File: config.mk
export PLATFORM = sky130hd
export DESIGN_NAME = spu_lsu_ldst_rcv
export DESIGN_NICKNAME = d
export VERILOG_FILES = /design/src/rtl/spu_lsu_ldst_rcv.sv
export SDC_FILE = /design/constraint.sdc
export NUM_CORES = 1
export LEC_CHECK = 0
export ABC_AREA = 1
export CORE_MARGIN = 5
export CORE_UTILIZATION = 50
export CTS_CLUSTER_SIZE = 24
export DETAILED_ROUTE_END_ITERATION = 10
export PLACE_DENSITY = 0.72
export SLEW_MARGIN = 0
export SYNTH_ARGS = -nofsm -noshare
export SYNTH_HDL_FRONTEND = slang
export SYNTH_SLANG_ARGS = --single-unit
File: constraint.sdc
create_clock -name rclk -period 12 [get_ports rclk]
set_input_delay 3 -clock rclk [delete_from_list [all_inputs] [get_ports rclk]]
set_output_delay 3 -clock rclk [all_outputs]
set_load 0.005 [all_outputs]
File: src/rtl/spu_lsu_ldst_rcv.sv
// Purpose : LSU-side receiver that queues SPU ld/st packets in a DEPTH-entry FIFO and returns one credit per dequeue.
// Latency : a push in cycle N shows on lsu_ldst_pckt_vld in cycle N+1 (no bypass); credit pulses the cycle after a pop.
// Backpr. : the LSU stalls the head packet with ack=0; the SPU is credit-limited, and a push into a full FIFO without a pop is dropped with a sticky error.
//
// Ports:
//   rclk, reset               core clock, asynchronous active-high reset
//   spu_lsu_ldst_pckt_vld/_pckt   incoming packet from the SPU (one per valid cycle)
//   lsu_spu_ldst_credit       one-cycle credit-return pulse to the SPU
//   lsu_ldst_pckt_vld/_pckt   head packet toward the LSU (data is zero when empty)
//   lsu_ldst_pckt_ack         LSU takes the head packet this cycle
//   lsu_ldst_rcv_ovfl_err     sticky overflow flag
//   lsu_ldst_rcv_cnt          current occupancy, 0..DEPTH
module spu_lsu_ldst_rcv #(
   parameter int PW    = 123,
   parameter int DEPTH = 4,
   parameter int PTRW  = 2
) (
   input  logic            rclk,
   input  logic            reset,
   input  logic            spu_lsu_ldst_pckt_vld,
   input  logic [PW-1:0]   spu_lsu_ldst_pckt,
   output logic            lsu_spu_ldst_credit,
   output logic            lsu_ldst_pckt_vld,
   output logic [PW-1:0]   lsu_ldst_pckt,
   input  logic            lsu_ldst_pckt_ack,
   output logic            lsu_ldst_rcv_ovfl_err,
   output logic [PTRW:0]   lsu_ldst_rcv_cnt
);

   localparam logic [PTRW:0]   L_FULL    = (PTRW+1)'(DEPTH);
   localparam logic [PTRW:0]   L_CNT_ONE = (PTRW+1)'(1);
   localparam logic [PTRW-1:0] L_PTR_ONE = PTRW'(1);

   logic [PW-1:0]   r_mem [DEPTH];
   logic [PTRW-1:0] r_wr_ptr;
   logic [PTRW-1:0] r_rd_ptr;
   logic [PTRW:0]   r_cnt;
   logic            r_credit;
   logic            r_ovfl_err;

   logic            w_vld;
   logic            w_full;
   logic            w_pop;
   logic            w_push_ok;
   logic            w_drop;

   assign w_vld     = (r_cnt != '0);
   assign w_full    = (r_cnt == L_FULL);
   // An ack with nothing valid is simply ignored.
   assign w_pop     = w_vld & lsu_ldst_pckt_ack;
   // When full, a same-cycle pop frees the head slot, so the push still fits.
   assign w_push_ok = spu_lsu_ldst_pckt_vld & (~w_full | w_pop);
   assign w_drop    = spu_lsu_ldst_pckt_vld & w_full & ~w_pop;

   // Packet storage carries no reset; validity is tracked entirely by r_cnt.
   always_ff @(posedge rclk) begin
      if (w_push_ok) begin
         r_mem[r_wr_ptr] <= spu_lsu_ldst_pckt;
      end
   end

   always_ff @(posedge rclk or posedge reset) begin
      if (reset) begin
         r_wr_ptr   <= '0;
         r_rd_ptr   <= '0;
         r_cnt      <= '0;
         r_credit   <= 1'b0;
         r_ovfl_err <= 1'b0;
      end else begin
         // Pointers are exactly PTRW bits wide, so +1 wraps modulo DEPTH.
         if (w_push_ok) begin
            r_wr_ptr <= r_wr_ptr + L_PTR_ONE;
         end
         if (w_pop) begin
            r_rd_ptr <= r_rd_ptr + L_PTR_ONE;
         end
         if (w_push_ok & ~w_pop) begin
            r_cnt <= r_cnt + L_CNT_ONE;
         end else if (w_pop & ~w_push_ok) begin
            r_cnt <= r_cnt - L_CNT_ONE;
         end
         r_credit <= w_pop;
         if (w_drop) begin
            r_ovfl_err <= 1'b1;
         end
      end
   end

   // All outputs come from registered state only.
   assign lsu_ldst_pckt_vld     = w_vld;
   assign lsu_ldst_pckt         = w_vld ? r_mem[r_rd_ptr] : '0;
   assign lsu_spu_ldst_credit   = r_credit;
   assign lsu_ldst_rcv_ovfl_err = r_ovfl_err;
   assign lsu_ldst_rcv_cnt      = r_cnt;

endmodule

# Word-level counts from Yosys, hierarchy flattened
# Memories as Yosys holds them, arrays and structs flattened.
# Index checks and enable logic that the tools add are counted.
# word_totals
ram_bits	492
in_bits	127
elab_cells	28
output_inout_bits	129
memories	1
reg_bits	9
# classes
muxes	5
addsub	4
n_eq_ne	1
bitwise_logic	10
n_reduce_logical	2
# mem_list
name	words	word_bits	read_ports	rd_clocked_by_memory_dff	write_ports	line_no	text
r_mem	4	123	1	0	1	34	logic [PW-1:0] r_mem [DEPTH];
# ops
op	count
$mux 123	1
$and 1x1->1	6
$mux 3	2
$add 2x1->2 const B	2
$add 3x1->3 const B	1
$eq 3x3->1 const B	1
$not 1->1	3
$reduce_bool 3->1	1
$sub 3x1->3 const B	1
$mux 1	2
$reduce_bool 2->1	1
$or 1x1->1	1

# Depth between registers and ports, before layout
# depth
depth_word	8
depth_mapped	13
mapped_depth_nobuf	13

# Least setup slack after synthesis
# OpenSTA, ideal clock, no wires.
# synth_timing
kind	in2reg
startpoint	input port lsu_ldst_pckt_ack
endpoint	memory r_mem[0][0] (enable)
path_slack_ns	3.009
cell_stages	4
t_arrival_ns	8.384
required_ns	11.393
path_buffers	0
setup_time_ns	0.607
path_cell_list	nor2_1 > nand2_1 > nand2_1 > nor2_1
# synth_between
elab_chain_cells	5
# synth_lines
item	line_no	text
start: declaration	25	input logic lsu_ldst_pckt_ack,
$and 1x1->1	50	assign w_pop = w_vld & lsu_ldst_pckt_ack;
$or 1x1->1	52	assign w_push_ok = spu_lsu_ldst_pckt_vld & (~w_full | w_pop);
$and 1x1->1	52	
$mux 1	57	if (w_push_ok) begin
$mux 1 (not written as such)	58	r_mem[r_wr_ptr] <= spu_lsu_ldst_pckt;
end: declaration	34	
# Every way passes these cells.

# Worst setup path in the final report
# layout_timing
startpoint	register r_rd_ptr[0]
endpoint	output port lsu_ldst_pckt[34]
# layout_between
elab_chain_cells	2
# layout_lines
item	line_no	text
start: declaration	36	logic [PTRW-1:0] r_rd_ptr;
start signal: assignment	75	r_rd_ptr <= r_rd_ptr + L_PTR_ONE;
$mem_v2 4x123	--	
$mux 123	91	assign lsu_ldst_pckt = w_vld ? r_mem[r_rd_ptr] : '0;
end: declaration	24	output logic [PW-1:0] lsu_ldst_pckt,
# Every way passes these cells.

==> flow_results.org <==
** Critical path
- Type of element launching the critical path :: flip-flop
- The worst setup path is of the flip-flop to output port kind.
- STA classifies the critical path endpoint as an output port.
- Worst reg2reg endpoint :: r_mem[0][13]
- Crit-path max FO :: 166
- Counting cells, the worst reg-to-reg path comes to 7.
- The startpoint identified for the worst register-to-register timing path is lsu_ldst_rcv_cnt[2].
- Data required, critical path :: 9000 ps
- Data on the critical path arrives at its endpoint at 4230 ps.
- Minimum setup slack among reg-to-reg paths :: 8380 ps

** Layout
- The filler cells instantiated in the layout total 3,436.
- Layout-stage area growth over the synthesis result :: 20.3%
- Share of post-route cells with drive strength above 1 :: 10.1%
- Core Util, Final :: 60.4%
- In the final layout, the multi-input gates occupy 0.00450 mm².
- Combined flip-flop and latch cell area :: 0.0150 mm²
- The count of cells in the finished layout, fillers not included, comes to 2,870.
- Final cell area excluding filler cells :: 0.0265 mm²
- Final Net Count :: 2,365

** Synthesis
- For this run, the register share of the synthesized area comes to 68.0%.
- In the synthesized netlist, mux cells make up 0% of the area.
- Area fraction in compound gates after synthesis :: 3.96%
- The Yosys step of the flow raised 0 warnings.
- In the synthesized netlist, the number of instances is 2,004.
- Of the total synthesized cell area, the portion taken by AND, OR, NAND and NOR gates is 15.9%.
- Post-synthesis cell type count :: 25
- The number of nets handed over by synthesis was 2,137.
- Summing the areas of all fa, ha and maj instances in the mapped netlist gives 0.375% of the synthesized area.
- The synthesized netlist devotes 0.0795% of its cell area to XOR and XNOR gates.
- Mapped Area :: 0.0220 mm²
- Dominant combinational cell family by area after synthesis :: simple AND/OR/NAND/NOR gates
- Mean instance size in the synthesized netlist :: 11.0 µm²
- Synthesis inferred 501 register bits.

** Clock network
- The clock reaches the later pin of the worst-skew pair after 590 ps.
- The clock net in this run drives a total of 501 sinks.
- The cell sitting at the root of the clock tree is a sky130_fd_sc_hd__clkbuf_16.
- The clock passes through at most 3 buffers.
- Clock slew at reported path FFs :: 60 ps
- Clock tree synthesis inserted a total of 52 buffers.
- Post-CTS Resized :: 0
- TritonCTS built the clock tree.
- Post-CTS setup repair buffer count :: 0
- H-tree depth reported by CTS :: 2
- Cts-stage hold buffer count :: 0

** Run
- Max-cap violations :: 0

** Routing
- Drt drc :: 0
- The detail route stage leaves a number of antenna-violating nets equal to 0.
- Dividing the detail-routed wire length by the instance count gives 17.3 µm.
- First-pass iteration count of the detailed router :: 5
- In this run, the number of DRC markers left after iteration 0 of detailed routing was 1,114.
- DR vias :: 14,111
- Summed over all layers, the routed wires come to 49,800 µm.
- Via-to-Cell Ratio :: 4.92

** Timing
- Total count of hold-check failures in the final report :: 0
- Slew at the pin closest to its max-slew limit :: 1150 ps
- For the final database, setup skew stands at 16.1 ps.
- The final critical path takes up 60.2% of the cycle.
- Setup violations remaining at the end of the flow were counted as 0.
- Peak Freq :: 138 MHz
- Setup total negative slack on the finished layout was measured at 0 ps.
- Setup repair after global routing left no endpoint under its margin.
- Final slew viol count :: 0
- Time the final worst path needs with I/O delays and setup :: 7230 ps
- Measured against its own limit, the worst slew margin works out to 23.1%.

** Power
- Cell Int Power :: 4300 µW
- Sequential Power Share :: 36.9%
- Of the total power, the share spent switching nets is 34.4%.
- Worst supply voltage drop on vdd :: 0.000237 V
- Combinational logic is responsible for 39.1% of the overall power.
- Dividing total power by cell area gives a power density of 247 mW/mm².
- For this design the static power due to leakage is 0.0113 µW.
- For this design the total switching power over the nets is 2260 µW.
- Power comes to 6560 µW.
- Proportion of power drawn by the clock network :: 23.9%

** Global routing
- The first global-routing pass estimated 75,600 µm of wire.
- Initial antenna violation count :: 8
- Summed over all layers, the global routing overflow is 0.
- Global-route total usage across every layer :: 20.1%
- Maximum number of pins on one net before global-route repair :: 167
- Vias in the first global route :: 13,938

** Place
- Placed inst area :: 0.0248 mm²
- At the end of routability-driven placement, the weighted congestion stood at 0.752.
- Including well taps, the total number of placed cells is 2,770.
- DP Wirelength :: 28,300 µm
- During placement, the flow inserted port buffers numbering 255.

** Floorplanning
- Area of the placeable core :: 0.0439 mm²
- Die span in x :: 220 µm
- Effective utilization at floorplan :: 50.2%
- Floorplan die area :: 0.0484 mm²
- Number of rows in the core area :: 77
- Io pins :: 256
- Die Y-Extent :: 220 µm

** Status
- Run status :: completed

** Min path
- HP Class :: flip-flop to flip-flop
- Min-Delay Path Depth :: 1
- Hold Path Origin :: lsu_ldst_rcv_ovfl_err
- Hold Crit Endpoint :: lsu_ldst_rcv_ovfl_err
-- power groups by stage --
| stage | Sequential [µW] | Clock [µW] | Combinational, µW |
|---|---|---|---|
| global placement | 2450 | 0 | 2550 |
| global route | 2450 | 1690 | 2810 |
| detailed placement | 2460 | 0 | 2600 |
| CTS | 2420 | 1600 | 2610 |
| finish | 2420 | 1570 | 2570 |
| floorplan | 2410 | 0 | 1530 |
-- Yosys cell counts (all sizes together) --
cell type | count | area, µm²
xnor2 | 2 | 17.5
clkinv | 1 | 5.00
a21oi | 123 | 860
a31o | 1 | 8.76
clkbuf | 10 | 45.0
edfxtp | 492 | 14800
ha | 5 | 62.6
buf | 85 | 621
inv | 507 | 1900
nand3 | 249 | 1550
nor2 | 6 | 25.0
nand2 | 511 | 1920
dfrtp | 9 | 225
o21ai | 1 | 5.00
fa | 1 | 20.0
nand4 | 1 | 6.26
-- sequential cells by signal, summed over array words and instances, names as in the netlist --
signal                 count
lsu_ldst_rcv_cnt           3
lsu_ldst_rcv_ovfl_err      1
lsu_spu_ldst_credit        1
r_mem                    492
r_rd_ptr                   2
r_wr_ptr                   2
-- area by class of cell --
cell class	instances	share of cell area, %
Antenna cell	5	0.0472
Clock buffer	65	5.28
Clock inverter	30	1.05
Inverter	508	7.25
Multi-Input combinational cell	900	17.0
Sequential cell	501	56.6
Tap cell	592	2.79
Timing Repair Buffer	269	10.0
-- critical path, cell delays in order (launching register included) --
cell	delay, ps
sky130_fd_sc_hd__dfrtp_4	1180
sky130_fd_sc_hd__inv_8	570
sky130_fd_sc_hd__buf_4	630
sky130_fd_sc_hd__nand2_1	160
sky130_fd_sc_hd__nand3_1	100
sky130_fd_sc_hd__a21oi_2	290
sky130_fd_sc_hd__clkdlybuf4s50_1	570
-- stage by stage --
stage                     worst slack, ps  hold WS, ps
final                                4770          480
after floorplan                      3010          466
after CTS                            4770          479
after global placement               5340          476
after global routing                 4550          498
after detailed placement             5270          460
-- metal layers --
layer	share of wire, %	vias up	track usage [%]
met5	0.068	-	0
met4	2.1	6	5.93
met3	6.6	73	4.38
met2	49	414	34.1
met1	42	6805	26.2
li1	-	6813	-
-- cells by family after synthesis --
| kind of cell | after synthesis |
|---|---|
| AND/OR/NAND/NOR | 767 |
| flip-flops | 501 |
| AO/OA/AOI/OAI | 125 |
| buffers and inverters | 603 |
| XOR/XNOR | 2 |
| adder cells (fa/ha/maj) | 6 |
-- worst max-delay path by stage --
stage | from | to | slack (ps) | cells past startpoint
2_1_floorplan | lsu_ldst_pckt_ack | r_mem[0][0] | 3010 | 4
3_3_place_gp | lsu_ldst_pckt_ack | r_mem[0][56] | 5340 | 7
3_5_place_dp | lsu_ldst_pckt_ack | r_mem[0][61] | 5270 | 7
4_1_cts | r_rd_ptr[0] | lsu_ldst_pckt[6] | 4770 | 6
5_1_grt | r_rd_ptr[0] | lsu_ldst_pckt[34] | 4550 | 6
6_report | r_rd_ptr[0] | lsu_ldst_pckt[34] | 4770 | 6
-- cell usage in the layout, fill, tap and decap left out, types with 2 or more instances in the layout --
master | Yosys | final
sky130_fd_sc_hd__xnor2_1 | 2 | 2
sky130_fd_sc_hd__nand2_1 | 509 | 509
sky130_fd_sc_hd__clkbuf_8 | 0 | 3
sky130_fd_sc_hd__nand2_2 | 2 | 2
sky130_fd_sc_hd__ha_1 | 5 | 5
sky130_fd_sc_hd__a21oi_1 | 58 | 58
sky130_fd_sc_hd__a21oi_2 | 65 | 65
sky130_fd_sc_hd__nor2_4 | 0 | 4
sky130_fd_sc_hd__inv_6 | 0 | 4
sky130_fd_sc_hd__clkdlybuf4s50_1 | 0 | 255
sky130_fd_sc_hd__nand3_1 | 189 | 189
sky130_fd_sc_hd__buf_4 | 16 | 14
sky130_fd_sc_hd__dfrtp_1 | 9 | 7
sky130_fd_sc_hd__clkbuf_1 | 8 | 9
sky130_fd_sc_hd__diode_2 | 0 | 5
sky130_fd_sc_hd__clkinv_2 | 1 | 12
sky130_fd_sc_hd__bufinv_16 | 0 | 5
sky130_fd_sc_hd__inv_1 | 505 | 505
sky130_fd_sc_hd__clkinv_1 | 0 | 9
sky130_fd_sc_hd__nand3_2 | 60 | 60
sky130_fd_sc_hd__dfrtp_4 | 0 | 2
sky130_fd_sc_hd__edfxtp_1 | 492 | 492
sky130_fd_sc_hd__clkbuf_16 | 0 | 53
Note: power is estimated with default switching activity, not from simulation.
